===== config.mk =====
export PLATFORM = sky130hd
export DESIGN_NAME = pg_mmio2csr
export DESIGN_NICKNAME = d
export VERILOG_FILES = /design/src/rtl/pg_mmio2csr.sv
export SDC_FILE = /design/constraint.sdc
export NUM_CORES = 1
export LEC_CHECK = 0
export CORE_AREA = 2 2 165 167
export CTS_CLUSTER_SIZE = 10
export DETAILED_ROUTE_END_ITERATION = 8
export DIE_AREA = 0 0 167 169
export GPL_TIMING_DRIVEN = 0
export PLACE_DENSITY = 0.69
export SYNTH_ARGS = -nofsm -noshare
export SYNTH_HDL_FRONTEND = slang
export SYNTH_SLANG_ARGS = --single-unit

===== constraint.sdc =====
create_clock -name clk -period 5.8 [get_ports clk]
set_clock_uncertainty 0.05 [all_clocks]
set_input_delay 0.87 -clock clk [delete_from_list [all_inputs] [get_ports clk]]
set_output_delay 0.87 -clock clk [all_outputs]
set_load 0.02 [all_outputs]

===== src/rtl/pg_mmio2csr.sv =====
// rtl/pg_mmio2csr.sv - Port-gasket MMIO endpoint: single-beat AXI4 to one-cycle CSR strobes
//
// Ports:
//   clk, rst_n            clock, synchronous active-low reset
//   aw*/w*/b*             AXI4 write address, write data and write response channels
//   ar*/r*                AXI4 read address and read data channels
//   csr_wr, csr_rd        one-cycle CSR write/read strobes
//   csr_addr              CSR byte address, low three bits forced to zero
//   csr_wdata, csr_wstrb  CSR write data and byte strobes
//   csr_rdata_valid       CSR read data valid, only observed while waiting for read data
//   csr_rdata             CSR read data
module pg_mmio2csr #(
  parameter int ADDR_W     = 18,
  parameter int DATA_W     = 64,
  parameter int ID_W       = 10,
  parameter int RD_TIMEOUT = 256
) (
  input  logic                clk,
  input  logic                rst_n,
  input  logic [ID_W-1:0]     awid,
  input  logic [ADDR_W-1:0]   awaddr,
  input  logic [7:0]          awlen,
  input  logic [2:0]          awsize,
  input  logic [1:0]          awburst,
  input  logic [2:0]          awprot,
  input  logic                awvalid,
  output logic                awready,
  input  logic [DATA_W-1:0]   wdata,
  input  logic [DATA_W/8-1:0] wstrb,
  input  logic                wlast,
  input  logic                wvalid,
  output logic                wready,
  output logic [ID_W-1:0]     bid,
  output logic [1:0]          bresp,
  output logic                bvalid,
  input  logic                bready,
  input  logic [ID_W-1:0]     arid,
  input  logic [ADDR_W-1:0]   araddr,
  input  logic [7:0]          arlen,
  input  logic [2:0]          arsize,
  input  logic [1:0]          arburst,
  input  logic [2:0]          arprot,
  input  logic                arvalid,
  output logic                arready,
  output logic [ID_W-1:0]     rid,
  output logic [DATA_W-1:0]   rdata,
  output logic [1:0]          rresp,
  output logic                rlast,
  output logic                rvalid,
  input  logic                rready,
  output logic                csr_wr,
  output logic                csr_rd,
  output logic [ADDR_W-1:0]   csr_addr,
  output logic [DATA_W-1:0]   csr_wdata,
  output logic [DATA_W/8-1:0] csr_wstrb,
  input  logic                csr_rdata_valid,
  input  logic [DATA_W-1:0]   csr_rdata
);

  localparam int          STRB_W = DATA_W / 8;
  localparam int          TCNT_W = $clog2(RD_TIMEOUT + 1);
  localparam logic [1:0]  RESP_OKAY   = 2'b00;
  localparam logic [1:0]  RESP_SLVERR = 2'b10;

  typedef enum logic [2:0] {
    IDLE, WR_DATA, WR_CSR, WR_RESP, RD_CSR, RD_WAIT, RD_RESP
  } state_t;

  state_t              state_q, state_d;
  logic                err_q, err_d;
  logic [7:0]          len_q, len_d;
  logic [8:0]          beat_q, beat_d;
  logic [TCNT_W-1:0]   tcnt_q, tcnt_d;
  logic                last_wr_q, last_wr_d;
  logic [ID_W-1:0]     id_q, id_d;
  logic                awready_q, awready_d;
  logic                arready_q, arready_d;
  logic                wready_q, wready_d;
  logic                bvalid_q, bvalid_d;
  logic [1:0]          bresp_q, bresp_d;
  logic                rvalid_q, rvalid_d;
  logic [DATA_W-1:0]   rdata_q, rdata_d;
  logic [1:0]          rresp_q, rresp_d;
  logic                rlast_q, rlast_d;
  logic                csr_wr_q, csr_wr_d;
  logic                csr_rd_q, csr_rd_d;
  logic [ADDR_W-1:0]   csr_addr_q, csr_addr_d;
  logic [DATA_W-1:0]   csr_wdata_q, csr_wdata_d;
  logic [STRB_W-1:0]   csr_wstrb_q, csr_wstrb_d;
  logic                aw_err, ar_err, w_err;

  // burst/prot and the sub-word address bits carry no meaning for 64-bit CSRs
  logic unused_inputs;
  assign unused_inputs = ^{awburst, awprot, arburst, arprot, awaddr[2:0], araddr[2:0]};

  assign aw_err = (awlen != 8'd0) || (awsize != 3'd3);
  assign ar_err = (arlen != 8'd0) || (arsize != 3'd3);

  // Every output is the Q of a register; the next-state logic computes the
  // value each output takes in the following cycle together with the state.
  always_comb begin
    state_d     = state_q;
    err_d       = err_q;
    len_d       = len_q;
    beat_d      = beat_q;
    tcnt_d      = tcnt_q;
    last_wr_d   = last_wr_q;
    id_d        = id_q;
    awready_d   = 1'b0;
    arready_d   = 1'b0;
    wready_d    = 1'b0;
    bvalid_d    = bvalid_q;
    bresp_d     = bresp_q;
    rvalid_d    = rvalid_q;
    rdata_d     = rdata_q;
    rresp_d     = rresp_q;
    rlast_d     = rlast_q;
    csr_wr_d    = 1'b0;
    csr_rd_d    = 1'b0;
    csr_addr_d  = csr_addr_q;
    csr_wdata_d = csr_wdata_q;
    csr_wstrb_d = csr_wstrb_q;
    w_err       = err_q | ~wlast;

    unique case (state_q)
      IDLE: begin
        if (awready_q && awvalid) begin
          state_d   = WR_DATA;
          wready_d  = 1'b1;
          id_d      = awid;
          len_d     = awlen;
          beat_d    = 9'd0;
          err_d     = aw_err;
          last_wr_d = 1'b1;
          if (!aw_err) begin
            csr_addr_d = {awaddr[ADDR_W-1:3], 3'b000};
          end
        end else if (arready_q && arvalid) begin
          id_d      = arid;
          len_d     = arlen;
          beat_d    = 9'd0;
          err_d     = ar_err;
          last_wr_d = 1'b0;
          if (ar_err) begin
            // Drain path: answer arlen+1 zero beats without touching the CSR
            state_d  = RD_RESP;
            rvalid_d = 1'b1;
            rdata_d  = '0;
            rresp_d  = RESP_SLVERR;
            rlast_d  = (arlen == 8'd0);
          end else begin
            state_d    = RD_CSR;
            csr_rd_d   = 1'b1;
            csr_addr_d = {araddr[ADDR_W-1:3], 3'b000};
          end
        end else if (awready_q) begin
          awready_d = 1'b1;
        end else if (arready_q) begin
          arready_d = 1'b1;
        end else if (awvalid && (!arvalid || !last_wr_q)) begin
          // On a contest the channel that was not served last wins
          awready_d = 1'b1;
        end else if (arvalid) begin
          arready_d = 1'b1;
        end
      end

      WR_DATA: begin
        wready_d = 1'b1;
        if (wvalid && wready_q) begin
          beat_d = beat_q + 9'd1;
          if (!err_q) begin
            csr_wdata_d = wdata;
            csr_wstrb_d = wstrb;
            err_d       = w_err;
          end
          if (wlast || (beat_q == {1'b0, len_q})) begin
            wready_d = 1'b0;
            if (w_err && !(err_q == 1'b0 && wlast)) begin
              state_d  = WR_RESP;
              bvalid_d = 1'b1;
              bresp_d  = RESP_SLVERR;
            end else begin
              state_d  = WR_CSR;
              csr_wr_d = 1'b1;
            end
          end
        end
      end

      WR_CSR: begin
        state_d  = WR_RESP;
        bvalid_d = 1'b1;
        bresp_d  = RESP_OKAY;
      end

      WR_RESP: begin
        if (bready) begin
          state_d  = IDLE;
          bvalid_d = 1'b0;
          bresp_d  = RESP_OKAY;
        end
      end

      RD_CSR: begin
        state_d = RD_WAIT;
        tcnt_d  = '0;
      end

      RD_WAIT: begin
        if (csr_rdata_valid) begin
          state_d  = RD_RESP;
          rvalid_d = 1'b1;
          rdata_d  = csr_rdata;
          rresp_d  = RESP_OKAY;
          rlast_d  = 1'b1;
        end else if (tcnt_q == TCNT_W'(RD_TIMEOUT - 1)) begin
          // Counter has covered RD_TIMEOUT wait cycles without an answer
          state_d  = RD_RESP;
          rvalid_d = 1'b1;
          rdata_d  = '1;
          rresp_d  = RESP_SLVERR;
          rlast_d  = 1'b1;
        end else begin
          tcnt_d = tcnt_q + TCNT_W'(1);
        end
      end

      RD_RESP: begin
        if (rready) begin
          if (beat_q != {1'b0, len_q}) begin
            beat_d  = beat_q + 9'd1;
            rlast_d = ((beat_q + 9'd1) == {1'b0, len_q});
          end else begin
            state_d  = IDLE;
            rvalid_d = 1'b0;
            rdata_d  = '0;
            rresp_d  = RESP_OKAY;
            rlast_d  = 1'b0;
          end
        end
      end

      default: begin
        state_d = IDLE;
      end
    endcase
  end

  always_ff @(posedge clk) begin
    if (!rst_n) begin
      state_q     <= IDLE;
      err_q       <= 1'b0;
      len_q       <= '0;
      beat_q      <= '0;
      tcnt_q      <= '0;
      last_wr_q   <= 1'b0;
      id_q        <= '0;
      awready_q   <= 1'b0;
      arready_q   <= 1'b0;
      wready_q    <= 1'b0;
      bvalid_q    <= 1'b0;
      bresp_q     <= '0;
      rvalid_q    <= 1'b0;
      rdata_q     <= '0;
      rresp_q     <= '0;
      rlast_q     <= 1'b0;
      csr_wr_q    <= 1'b0;
      csr_rd_q    <= 1'b0;
      csr_addr_q  <= '0;
      csr_wdata_q <= '0;
      csr_wstrb_q <= '0;
    end else begin
      state_q     <= state_d;
      err_q       <= err_d;
      len_q       <= len_d;
      beat_q      <= beat_d;
      tcnt_q      <= tcnt_d;
      last_wr_q   <= last_wr_d;
      id_q        <= id_d;
      awready_q   <= awready_d;
      arready_q   <= arready_d;
      wready_q    <= wready_d;
      bvalid_q    <= bvalid_d;
      bresp_q     <= bresp_d;
      rvalid_q    <= rvalid_d;
      rdata_q     <= rdata_d;
      rresp_q     <= rresp_d;
      rlast_q     <= rlast_d;
      csr_wr_q    <= csr_wr_d;
      csr_rd_q    <= csr_rd_d;
      csr_addr_q  <= csr_addr_d;
      csr_wdata_q <= csr_wdata_d;
      csr_wstrb_q <= csr_wstrb_d;
    end
  end

  // The captured ID is the response tag for whichever channel is active
  assign awready   = awready_q;
  assign arready   = arready_q;
  assign wready    = wready_q;
  assign bid       = id_q;
  assign bresp     = bresp_q;
  assign bvalid    = bvalid_q;
  assign rid       = id_q;
  assign rdata     = rdata_q;
  assign rresp     = rresp_q;
  assign rlast     = rlast_q;
  assign rvalid    = rvalid_q;
  assign csr_wr    = csr_wr_q;
  assign csr_rd    = csr_rd_q;
  assign csr_addr  = csr_addr_q;
  assign csr_wdata = csr_wdata_q;
  assign csr_wstrb = csr_wstrb_q;

endmodule

==> impl_metrics.yaml <==
status:
  outcome: "finished, final reports clean"
global_routing:
  top_usage_layer: "met2"
  grt-ovfl-total: 0
  grt_pass1_wl_um: 50600
  grt_pass1_vias: 9277
  met1_usage_pct: 27.8
  antenna_found_initial: 1
  grtUsageMet3_pct: 4.14
  grt_max_degree: 13
  use_met2_pct: 37.6
  grt_usage_pct: 22.1
sta:
  finalHoldViolCount: 0
  tightest_slew_ns: 1.25
  worst_slack_ns: 2.74
  max_slew_margin_pct: 16.1
  fin_crit_ns: 3.06
  setup_viol: 0
  timing.final.crit_share_pct: 52.7
  setup_tns_ns: 0
  clock.fmax_mhz: 327
  slew_viol_final: 0
  rsz0062_at_grt: "no"
placement:
  place.gp.congestion: 0.882
  dp_cells: 1907
  place_hpwl_um: 25000
  port_buffers: 397
  placed_area_sq_um: 13700
  dp_slack_ns: 2.28
power_and_ir_drop:
  power_frac_comb_pct: 26.7
  p_int_w: 0.00282
  power.share.clock_pct: 36.4
  p_sw_share_pct: 30.5
  p_sw_w: 0.00124
  power.density_nw_per_um2: 281
  p_leak_nw: 5.32
  vdd_drop_max_mv: 0.216
  pwr-share-seq_pct: 36.9
setup_path:
  path_buf_inv: 3
  slowest_delay_ns: 0.74
  crit_arrival_ns: 3.39
  slowest_stage: "a32oi_1"
  crit_start: "awvalid"
  start_kind: "primary input"
  worstPathCellList: "clkdlybuf4s50_1 -> nand2_1 -> clkbuf_1 -> a32oi_1 -> buf_2 -> nand3_1 -> o2111ai_1 -> o41ai_1"
  cp.required_ns: 6.13
  cp-end-kind: "register"
  crit_fanout: 10
  crit_type: "primary input to register"
  timing.rr.start: "state_q[0]"
  crit_family: "buffers and inverters"
die:
  die_area_sq_um: 28200
  start_util_pct: 35.0
  die_x_um: 167
  ios: 419
  core-area_sq_um: 26500
  die_h_um: 169
  num_rows: 60
clocking:
  numCtsBuffers: 25
  path_clk_slew_ns: 0.06
  h-tree-depth: 1
  ctsHoldBuffers: 0
  clockBufferDepth: 3
  post_cts_buffers: 0
  insertion_delay_ns: 0.52
  cts-root-buf: "clkbuf_16"
  clkSinkCount: 202
  cts_resized: 0
  cts_tree: "done"
layout:
  drive_above_1_share_pct: 4.00
  register_area_sq_um: 4040
  stdcell_area_sq_um: 14400
  fin_cells: 1944
  synthToLayoutAreaGrowth_pct: 55.6
  nFillCells: 2464
  nets: 1829
  multi_input_area_sq_um: 4670
drt:
  ant_nets: 0
  drtPass1Iterations: 5
  drc: 0
  drt_wl_total_um: 32800
  wire_per_inst_um: 16.9
  drt_iter0_drc: 588
  viasPerCell: 5.00
  vias: 9729
synthesis:
  synthCells: 1165
  yosysTopAreaCellShare_pct: 43.6
  ys_top_cells_by_area: "dfxtp_1 (44%), nand2_1 (12%), mux2i_1 (7.5%), a21oi_1 (4.7%), nand3_1 (4.7%)"
  synth_edf_count: 0
  synthArstFlopShare_pct: 0
  synth_area_leader_cell: "dfxtp_1"
  avgSynthCellArea_sq_um: 7.97
  synth_cell_type_count: 58
  ys.flop_type: "dfxtp_1"
  ys_warn_count: 0
  ys_seq_area_share_pct: 43.6
  netlist_area_sq_um: 9280
  ys_ff_latch: 202
worst_hold_path:
  hp-start: "csr_wdata[30]"
  min_path_type: "register to register"
flow_run:
  drv_cap: 0
[synth_stat cells (3+ instances only)]
cell type  count
o2111ai_1      7
nor3_1         8
o21ai_0       14
and2_1         5
a21oi_1       88
xnor2_1       11
o22ai_1        3
o41ai_1        4
nand2b_1      66
buf_2          7
a22oi_1        3
nand4_1        7
buf_4         15
o211ai_1       5
and3_1         9
ha_1           3
or3_1          4
nor2b_1        3
nor4_1         8
nand3_1       88
dfxtp_1      202
a311oi_1      34
nand2_1      305
inv_1         10
clkbuf_1      83
buf_6          7
nor2_1        48
a31oi_1        3
and3b_1        4
o31ai_1        3
xor2_1         8
mux2i_1       70
[stage by stage]
stage / total power (W) / utilization [%] / hold slack (ns)
after floorplan: 0.00216 / - / 0.399
after global placement: 0.00259 / 51.7 / 0.391
after detailed placement: 0.00260 / 51.7 / 0.397
after CTS: 0.00408 / 54.5 / 0.404
after global routing: 0.00425 / 54.5 / 0.416
final: 0.00405 / 54.5 / 0.403
[sequential cells by signal (all words and copies together) (netlist names)]
register / count
arready: 1
awready: 1
beat_q: 9
bid: 10
bresp: 1
bvalid: 1
csr_addr: 15
csr_rd: 1
csr_wdata: 64
csr_wr: 1
csr_wstrb: 8
err_q: 1
last_wr_q: 1
len_q: 8
rdata: 64
rlast: 1
rresp: 1
rvalid: 1
state_q: 3
tcnt_q: 9
wready: 1
[worst reg2reg max path: stages, from the launching register on]
cell and delay [ns]:
dfxtp_1 0.32, clkbuf_1 0.29, nand2_1 0.19, nor3_1 1.02, clkbuf_1 0.46, nand2_1 0.12
a21oi_1 0.21
[cells by family after synthesis]
kind of cell / after synthesis / synth area share [%]
and+or+nand+nor: 565 / 27.6
muxes: 70 / 7.55
AOI/OAI and AO/OA: 182 / 12.8
adders and majority gates: 3 / 0.404
other: 1 / 0.0404
DFF: 202 / 43.6
xor gates and xnor gates: 19 / 1.79
buffers and inverters: 123 / 6.24
[layout make-up]
class / count / share of cell area (%)
inverter: 10 / 0.260
clock inverter: 3 / 0.476
multi-input combinational: 844 / 32.4
buffer: 113 / 3.75
tap: 341 / 2.95
antenna: 1 / 0.0173
sequential: 202 / 28.0
clock buffer: 33 / 4.68
timing repair buffer: 397 / 27.5
[metal layers]
| layer | routed length (um) | share of wire [%] | vias to the layer above |
|---|---|---|---|
| li1 | - | - | 4814 |
| met1 | 13700 | 42 | 4502 |
| met2 | 15900 | 49 | 339 |
| met3 | 1980 | 6.0 | 74 |
| met4 | 1240 | 3.8 | 0 |
| met5 | 0 | 0 | - |
[worst paths after layout]
kind	to	slack (ns)	cells after the start
hold / removal	csr_wdata[30]	0.40	2
setup reg to reg	csr_wdata[24]	3.05	6
hold reg to reg	csr_wdata[30]	0.40	2
setup / recovery	beat_q[3]	2.74	8
[placed cells by master, fill, tap and decap left out, types with 5 or more instances in the layout]
cell and count:
nor2_1 48, nand2_1 305, buf_6 7, nand2b_1 66, inv_1 10, buf_2 7
nor4_1 8, clkdlybuf4s50_1 397, mux2i_1 70, conb_1 5, dfxtp_1 202, clkbuf_1 89
nand3_1 88, o21ai_0 14, and2_1 5, o2111ai_1 7, clkbuf_16 25, xnor2_1 11
a21oi_1 88, buf_4 15, and3_1 9, nor3_1 8, a311oi_1 34, nand4_1 7
o211ai_1 5, xor2_1 8
[power by group through the flow]
stage          clock, W  combinational (W)  sequential [W]
3_5_place_dp          0            0.00108         0.00152
4_1_cts         0.00151            0.00108         0.00149
5_1_grt         0.00156            0.00118         0.00150
3_3_place_gp          0            0.00107         0.00152
6_report        0.00147            0.00108         0.00150
2_1_floorplan         0           0.000605         0.00156
No activity file was read; power rests on OpenSTA's default activity.
